==> src/rtl/vco_adc_sample_fifo.sv <==
// Sample FIFO between the VCO ADC sinc decimator and the host-side reader.
// One write per data_valid_in strobe and one read per rd_en_in request.
// Read data is registered, so each accepted read returns its entry one cycle later.
// Also reports occupancy, a sticky overflow flag and a threshold interrupt.
// DEPTH must be a power of two (minimum 2), and ADDR_WIDTH must equal log2(DEPTH).
module vco_adc_sample_fifo #(
  parameter int unsigned DATA_WIDTH = 32,
  parameter int unsigned DEPTH      = 16,
  parameter int unsigned ADDR_WIDTH = 4
) (
  input  logic                  clk,
  input  logic                  rst,
  input  logic [DATA_WIDTH-1:0] data_in,
  input  logic                  data_valid_in,
  input  logic                  clear_in,
  input  logic                  rd_en_in,
  input  logic [ADDR_WIDTH:0]   threshold_in,
  output logic [DATA_WIDTH-1:0] rd_data_out,
  output logic                  rd_valid_out,
  output logic [ADDR_WIDTH:0]   count_out,
  output logic                  empty_out,
  output logic                  full_out,
  output logic                  overflow_out,
  output logic                  irq_out
);

  localparam logic [ADDR_WIDTH:0] FULL_COUNT = (ADDR_WIDTH + 1)'(DEPTH);

  logic [DATA_WIDTH-1:0] mem [DEPTH];
  logic [ADDR_WIDTH-1:0] wr_ptr;
  logic [ADDR_WIDTH-1:0] rd_ptr;
  logic [ADDR_WIDTH:0]   count_next;
  logic                  rd_accept;
  logic                  wr_accept;
  logic                  drop;
  logic                  at_full;
  logic                  irq_next;

  // Accept/drop decisions and next-state occupancy.
  // Flags follow count_next, so they stay consistent with count_out.
  always_comb begin
    at_full    = (count_out == FULL_COUNT);
    rd_accept  = rd_en_in && (count_out != '0);
    // When full, a same-cycle accepted read frees the slot the write takes.
    wr_accept  = data_valid_in && (!at_full || rd_accept);
    drop       = data_valid_in && at_full && !rd_accept;
    count_next = count_out;
    if (clear_in) begin
      count_next = '0;
    end else if (wr_accept && !rd_accept) begin
      count_next = count_out + 1'b1;
    end else if (rd_accept && !wr_accept) begin
      count_next = count_out - 1'b1;
    end
    irq_next = (threshold_in != '0) && (count_next >= threshold_in);
  end

  // Sample storage.
  // It is not reset, and a clear discards the same-cycle write.
  always_ff @(posedge clk) begin
    if (wr_accept && !clear_in) begin
      mem[wr_ptr] <= data_in;
    end
  end

  // Pointers, read port, occupancy and status flags.
  always_ff @(posedge clk or negedge rst) begin
    if (!rst) begin
      wr_ptr       <= '0;
      rd_ptr       <= '0;
      count_out    <= '0;
      empty_out    <= 1'b1;
      full_out     <= 1'b0;
      overflow_out <= 1'b0;
      rd_data_out  <= '0;
      rd_valid_out <= 1'b0;
      irq_out      <= 1'b0;
    end else begin
      count_out <= count_next;
      empty_out <= (count_next == '0);
      full_out  <= (count_next == FULL_COUNT);
      irq_out   <= irq_next;
      if (clear_in) begin
        wr_ptr       <= '0;
        rd_ptr       <= '0;
        overflow_out <= 1'b0;
        rd_valid_out <= 1'b0;
      end else begin
        rd_valid_out <= rd_accept;
        if (wr_accept) begin
          wr_ptr <= wr_ptr + 1'b1;
        end
        if (rd_accept) begin
          rd_data_out <= mem[rd_ptr];
          rd_ptr      <= rd_ptr + 1'b1;
        end
        if (drop) begin
          overflow_out <= 1'b1;
        end
      end
    end
  end

endmodule

==> config.mk <==
export PLATFORM = sky130hd
export DESIGN_NAME = vco_adc_sample_fifo
export DESIGN_NICKNAME = d
export VERILOG_FILES = /design/src/rtl/vco_adc_sample_fifo.sv
export SDC_FILE = /design/constraint.sdc
export NUM_CORES = 1
export LEC_CHECK = 0
export BUFFER_PORTS_ARGS = -buffer_cell sky130_fd_sc_hd__buf_2
export CORE_MARGIN = 5
export CORE_UTILIZATION = 54
export DETAILED_ROUTE_END_ITERATION = 8
export GPL_TIMING_DRIVEN = 0
export MAX_ROUTING_LAYER = met4
export PLACE_DENSITY = 0.82
export RECOVER_POWER = 100
export SLEW_MARGIN = 0
export SYNTH_ARGS = -nofsm -noshare
export SYNTH_HDL_FRONTEND = slang
export SYNTH_SLANG_ARGS = --single-unit
==> constraint.sdc <==
create_clock -name clk -period 5.7 [get_ports clk]
set_input_delay 0.57 -clock clk [delete_from_list [all_inputs] [get_ports clk]]
set_output_delay 0.57 -clock clk [all_outputs]
set_load 0.05 [all_outputs]
==> results.txt, run 1 <==
TritonRoute pass-1 iters -> 5
Post-synth top cells -> edfxtp_1, mux4_2, mux2i_1
Crit Path Category -> reg2reg
cell taking the most area after synthesis -> edfxtp_1
port bufs -> 82
Multi-input gate area -> 4700 um2
Sw Share -> 27.0%
final hold vios -> 0
Worst Clk Skew -> 17.1 ps
Yosys reg bits -> 562
DIE HEIGHT -> 210 um
Vias -> 10,800
post-layout util -> 61.9%
failing checks -> capacitance limit, slew limit
Top FF cell, synth -> edfxtp_1
Worst EP arrival -> 4510 ps
n_diodes -> 0
top-area cell type share of the netlist area -> 71.0%
r2r setup slk -> 1360 ps
R2R cell count -> 9
Tightest Pin Transition -> 3460 ps
CTS max path bufs -> 3
Site Rows -> 73
setup bufs post-CTS -> 0
Clock Latency Late Sink -> 580 ps
clk slew on worst S/H paths -> 60 ps
outcome -> finished, violations left
Top Ports -> 84
sequential cell area -> 16,600 um2
routability cong. -> 0.790
share of layout cells above drive strength 1 -> 21.3%
Synth async-reset ratio -> 8.90%
Synth Cell Area -> 21,600 um2
initial antenna violation count -> 0
vias in the first global route -> 11,400
Pint -> 7.12 mW
Post-Synth Adder-Cell Area -> 0.694%
Compound-Gate Fraction of Synth Area -> 2.09%
DP HPWL -> 29.3 mm
min Tclk post-route -> 4340 ps
most frequent cell after synthesis -> edfxtp_1
xor/xnor share of the synthesized area -> 0.324%
Critical R2R Launch -> count_out[0]$_DFF_PN0_
Yosys Warn Count -> 0
Tot GR Track Use -> 22.4%
worst vdd ir -> 0.000284 V
Sw Pwr -> 2.63 mW
fin crit share -> 76.2%
clock sinks -> 562
Max Freq -> 230 MHz
syn_nets -> 1,069
H-tree depth -> 2
number of hold buffers added after cts -> 0
Starting Density -> 54.5%
Root Buffer -> clkbuf_16
synthesized instance count -> 1,015
# fillers -> 2,642
post-synthesis mux area share -> 16.4%
synthesized area per cell -> 21.3 um2
PwrDens -> 396 nW/um2
Req. time, crit path -> 5870 ps
Setup WS pre-CTS -> 2430 ps
largest family of logic cells by synthesized area -> multiplexers
Pleak -> 7.71 nW
top cells by area, synth -> edfxtp_1, mux4_2, dfrtp_1
max-slew violations -> 224
Worst Setup End Kind -> flip-flop
critical path peak fanout -> 20
CORE AREA -> 39,700 um2
Synth Area in Simple Gates -> 2.42%
relative slew slack -> -131%
combinational fraction of design power -> 15.4%
worst hold path class -> in2reg
Seq/Total Area, Yosys -> 76.8%
Vias/cell -> 6.19
setup ws final -> 1360 ps
CP endpoint -> mem[13][29]$_DFFE_PP_
TritonCTS clock tree -> done
startpoint class of the critical path -> flip-flop
DRC Markers -> 0
Synth cell types -> 46
max_cap viols -> 11
Final Setup Violations -> 0
sequential group share of total power -> 48.9%
1st-iter DRT viols -> 1,244
CTS buffer count -> 53
Avg WL per Cell -> 27.4 um
clock group share of total power -> 35.6%
Synth-to-Final Area Change -> 13.7%
Reg-to-Reg End -> mem[13][29]$_DFFE_PP_
Post-synth EDFFs -> 512
unrepaired setup endpoints after global routing -> no
pin count of the biggest net entering global routing -> 51
GRT overflow -> 0
# nets final -> 1,235
Final ANT Viol Nets -> 0
die width -> 210 um
Resized Gates After CTS -> 0
first-pass GRT wire length -> 71.6 mm
Post-Route WL -> 48.0 mm
die area -> 44,200 um2
Critical path origin -> count_out[0]$_DFF_PN0_
sequential cells by signal, summed over array words and instances, names as in the netlist:
register      cells
overflow_out      1
rd_data_out      32
full_out          1
empty_out         1
irq_out           1
rd_valid_out      1
wr_ptr            4
count_out         5
rd_ptr            4
mem             512
power groups by stage:
stage	sequential, mW	combinational (mW)	clock [mW]
floorplan	5.25	0.714	0
global placement	4.85	1.53	0
detailed placement	4.85	1.57	0
CTS	4.77	1.60	3.50
global route	4.78	1.61	3.70
finish	4.77	1.51	3.47
metal layers:
metal,part of all wire [%],GRT usage [%],vias up
li1,-,-,4481
met1,38,30.0,5678
met2,52,37.1,600
met3,8.1,3.51,77
met4,2.1,5.22,0
met5,0,-,-
worst min-delay path by stage:
stage                                        endpoint  slack (ps)                        start  cells after the start
after global placement    rd_data_out[23]$_DFFE_PN0P_         480  rd_data_out[23]$_DFFE_PN0P_                      2
final                               irq_out$_DFF_PN0_         310              threshold_in[2]                      3
after global routing                irq_out$_DFF_PN0_         340              threshold_in[2]                      3
after CTS                           irq_out$_DFF_PN0_         300              threshold_in[2]                      3
after floorplan                count_out[0]$_DFF_PN0_         270                          rst                      0
after detailed placement  rd_data_out[21]$_DFFE_PN0P_         490  rd_data_out[21]$_DFFE_PN0P_                      2
logic make-up after synthesis:
logic type	count (synthesis)
fa+ha+maj	12
flops	562
simple gates	97
compound gates	78
xor+xnor	8
mux	194
buf+inv	64
stage by stage:
stage	TNS [ps]	cells	hold WS, ps	power [mW]	instance area [um2]
after CTS	0	1750	297	9.86	24900
after global placement	-209070	1622	482	6.38	22700
after global routing	0	1750	344	10.1	24600
final	0	1750	308	9.75	24600
after floorplan	0	1015	274	5.96	21600
after detailed placement	0	1651	490	6.43	23200
layout make-up:
| class | instances | share of cell area [%] |
|---|---|---|
| plain buffers | 51 | 0.879 |
| clock buffers | 62 | 5.78 |
| clock inverters | 37 | 1.24 |
| inverters | 13 | 0.198 |
| multi-input cells | 389 | 19.1 |
| flip-flops and latches | 562 | 67.6 |
| well taps | 525 | 2.67 |
| repair buffers | 111 | 2.60 |
placed cells by master, fill, tap and decap left out, types with 6 or more instances in the layout:
| cell | netlist | routed |
|---|---|---|
| a21oi_1 | 36 | 36 |
| and2_0 | 0 | 12 |
| buf_16 | 0 | 8 |
| buf_2 | 19 | 24 |
| clkbuf_1 | 25 | 126 |
| clkbuf_16 | 0 | 55 |
| clkinv_1 | 0 | 6 |
| clkinv_2 | 0 | 20 |
| dfrtp_1 | 49 | 49 |
| edfxtp_1 | 512 | 512 |
| ha_1 | 12 | 12 |
| inv_1 | 10 | 11 |
| mux2i_1 | 65 | 65 |
| mux4_2 | 128 | 128 |
| nor2_1 | 46 | 46 |
| nor3_1 | 6 | 6 |
| o21ai_0 | 1 | 31 |
critical path, stage by stage (launching register included):
cell      delay, ps
dfrtp_1         460
inv_1            70
ha_1            240
or3b_1          170
clkbuf_1        220
o31a_1          370
nand2_1         130
nor2_1          160
and2_0          890
clkbuf_1       1200
No activity file was read; power rests on OpenSTA's default activity.
==> run 2: changes to the inputs <==
Clock period 5.7 ns to 4.1 ns, I/O delays scaled along.
==> run 2 against run 1 <==
The run still ends with capacitance limit, slew limit left; clock power increased by 39%; final cell count barely moved; maximum frequency grew 21%; die area unchanged; critical path type unchanged; critical endpoint is now mem[1][1]$_DFFE_PP_; largest cell class unchanged; largest power group unchanged; highest routed layer unchanged.
==> results.txt, run 2 (synthesized netlist as in run 1, its figures left out) <==
outcome -> finished, violations left
failing checks -> capacitance limit, slew limit
fin crit share -> 87.8% (+12 points)
Site Rows -> 73 (unchanged)
Avg WL per Cell -> 27.3 um (-0.28%)
Placed Area -> 23,200 um2 (unchanged)
Tightest Pin Transition -> 1590 ps (-1870 ps)
DIE HEIGHT -> 210 um (unchanged)
max_cap viols -> 1 (-10)
Root Buffer -> clkbuf_16
max-slew violations -> 51 (-77%)
min Tclk post-route -> 3600 ps (-743 ps)
Req. time, crit path -> 4370 ps (-1500 ps)
Final ANT Viol Nets -> 0 (unchanged)
TritonRoute pass-1 iters -> 5 (unchanged)
unrepaired setup endpoints after global routing -> no
CTS max path bufs -> 3 (unchanged)
Largest Register -> mem
die area -> 44,200 um2 (unchanged)
Vias -> 10,700 (-0.80%)
setup ws final -> 499 ps (-857 ps)
share of layout cells above drive strength 1 -> 22.6% (+1.3 points)
CTS buffer count -> 53 (unchanged)
max reg flops -> 512 (unchanged)
Largest regs -> mem: 512 flops, rd_data_out: 32 flops, count_out: 5 flops
worst hold path class -> in2reg
Starting Density -> 54.5% (unchanged)
Worst Setup End Kind -> flip-flop
commonest non-fill, non-tap cell in the layout -> edfxtp_1
# nets final -> 1,236 (+0.081%)
H-tree depth -> 2 (unchanged)
vias in the first global route -> 11,400 (unchanged)
worst vdd ir -> 0.000389 V (+37%)
n_diodes -> 0 (unchanged)
PwrDens -> 548 nW/um2 (+38%)
Final Setup Violations -> 0 (unchanged)
initial antenna violation count -> 0 (unchanged)
Resized Gates After CTS -> 0 (unchanged)
critical path peak fanout -> 18 (-10%)
final hold vios -> 0 (unchanged)
DP HPWL -> 29.3 mm (unchanged)
relative slew slack -> -6.14% (+120 points)
Tot GR Track Use -> 22.4% (unchanged)
clock sinks -> 562 (unchanged)
CORE AREA -> 39,700 um2 (unchanged)
Setup WS pre-CTS -> 828 ps (-1600 ps)
Pleak -> 7.79 nW (+1.1%)
Vias/cell -> 6.14 (-0.86%)
port bufs -> 82 (unchanged)
Crit Path Category -> reg2reg
most frequent cells in the layout -> edfxtp_1, mux4_2, clkbuf_1
Post-Route WL -> 47.9 mm (-0.23%)
Worst Clk Skew -> 16.2 ps (-0.853 ps)
TritonCTS clock tree -> done
# fillers -> 2,605 (-1.4%)
routability cong. -> 0.790 (unchanged)
startpoint class of the critical path -> flip-flop
Worst EP arrival -> 3870 ps (-640 ps)
pin count of the biggest net entering global routing -> 51 (unchanged)
1st-iter DRT viols -> 1,345 (+8.1%)
Top Ports -> 84 (unchanged)
die width -> 210 um (unchanged)
final instance area -> 24,800 um2 (+0.58%)
Max Freq -> 278 MHz (+21%)
DRC Markers -> 0 (unchanged)
GRT overflow -> 0 (unchanged)
first-pass GRT wire length -> 71.6 mm (unchanged)
Synth-to-Final Area Change -> 14.4%
Clock Latency Late Sink -> 580 ps (about the same)
clk slew on worst S/H paths -> 70 ps (about the same)
## run 2: cell type report
type	instances	area [um2]	area share [%]
clock buffer	62	1420	5.75
tap	525	657	2.65
inverter	13	48.8	0.197
buffer	51	216	0.874
sequential	562	16600	67.2
multi-input combinational	389	4720	19.1
clock inverter	37	304	1.23
timing repair buffer	112	759	3.07
## run 2: critical path: stages (launching register included)
cell and delay (ps):
dfrtp_1 460, inv_1 70, ha_1 240, or3b_1 170, clkbuf_1 220, o31a_1 380
nor4b_1 500, and2_1 980, buf_16 250
## run 2: power by group
group / switching, mW / internal [mW] / total [mW]
combinational: 1.41 / 0.686 / 2.10
sequential: 0.162 / 6.47 / 6.63
clock: 2.08 / 2.74 / 4.83
total: 3.66 / 9.90 / 13.6
## run 2: what timing repair did
item | 4_1_cts | 5_1_grt
hold buffers | 0 | 1
buffers inserted | 0 | 0
endpoints found under the hold margin | 0 | 29
## run 2: worst paths after layout
kind	start	endpoint	slack, ps	cells past startpoint
setup / recovery	count_out[0]$_DFF_PN0_	mem[1][1]$_DFFE_PP_	500	8
hold / removal	threshold_in[2]	irq_out$_DFF_PN0_	150	3
setup reg to reg	count_out[0]$_DFF_PN0_	mem[1][1]$_DFFE_PP_	500	8
hold reg to reg	rd_data_out[23]$_DFFE_PN0P_	rd_data_out[23]$_DFFE_PN0P_	500	2
max in group asynchronous	rst	rd_data_out[23]$_DFFE_PN0P_	2360	2
min in group asynchronous	rst	rd_data_out[12]$_DFFE_PN0P_	780	2
## run 2: routing by layer
metal	global-route usage (%)	vias up	part of all wire, %
li1	-	4481	-
met1	30.0	5605	38
met2	37.1	587	52
met5	-	-	0
met4	5.22	0	1.8
met3	3.51	76	7.8
## run 2: per-stage QoR
step | total power, mW | TNS [ps] | util [%] | hold WS, ps | cells
2_1_floorplan | 8.29 | -92680 | - | 114 | 1015
3_3_place_gp | 8.86 | -413870 | 57.2 | 482 | 1622
3_5_place_dp | 8.93 | 0 | 58.4 | 490 | 1651
4_1_cts | 13.7 | 0 | 62.8 | 137 | 1750
5_1_grt | 14.0 | 0 | 62.3 | 184 | 1751
6_report | 13.6 | 0 | 62.3 | 150 | 1751
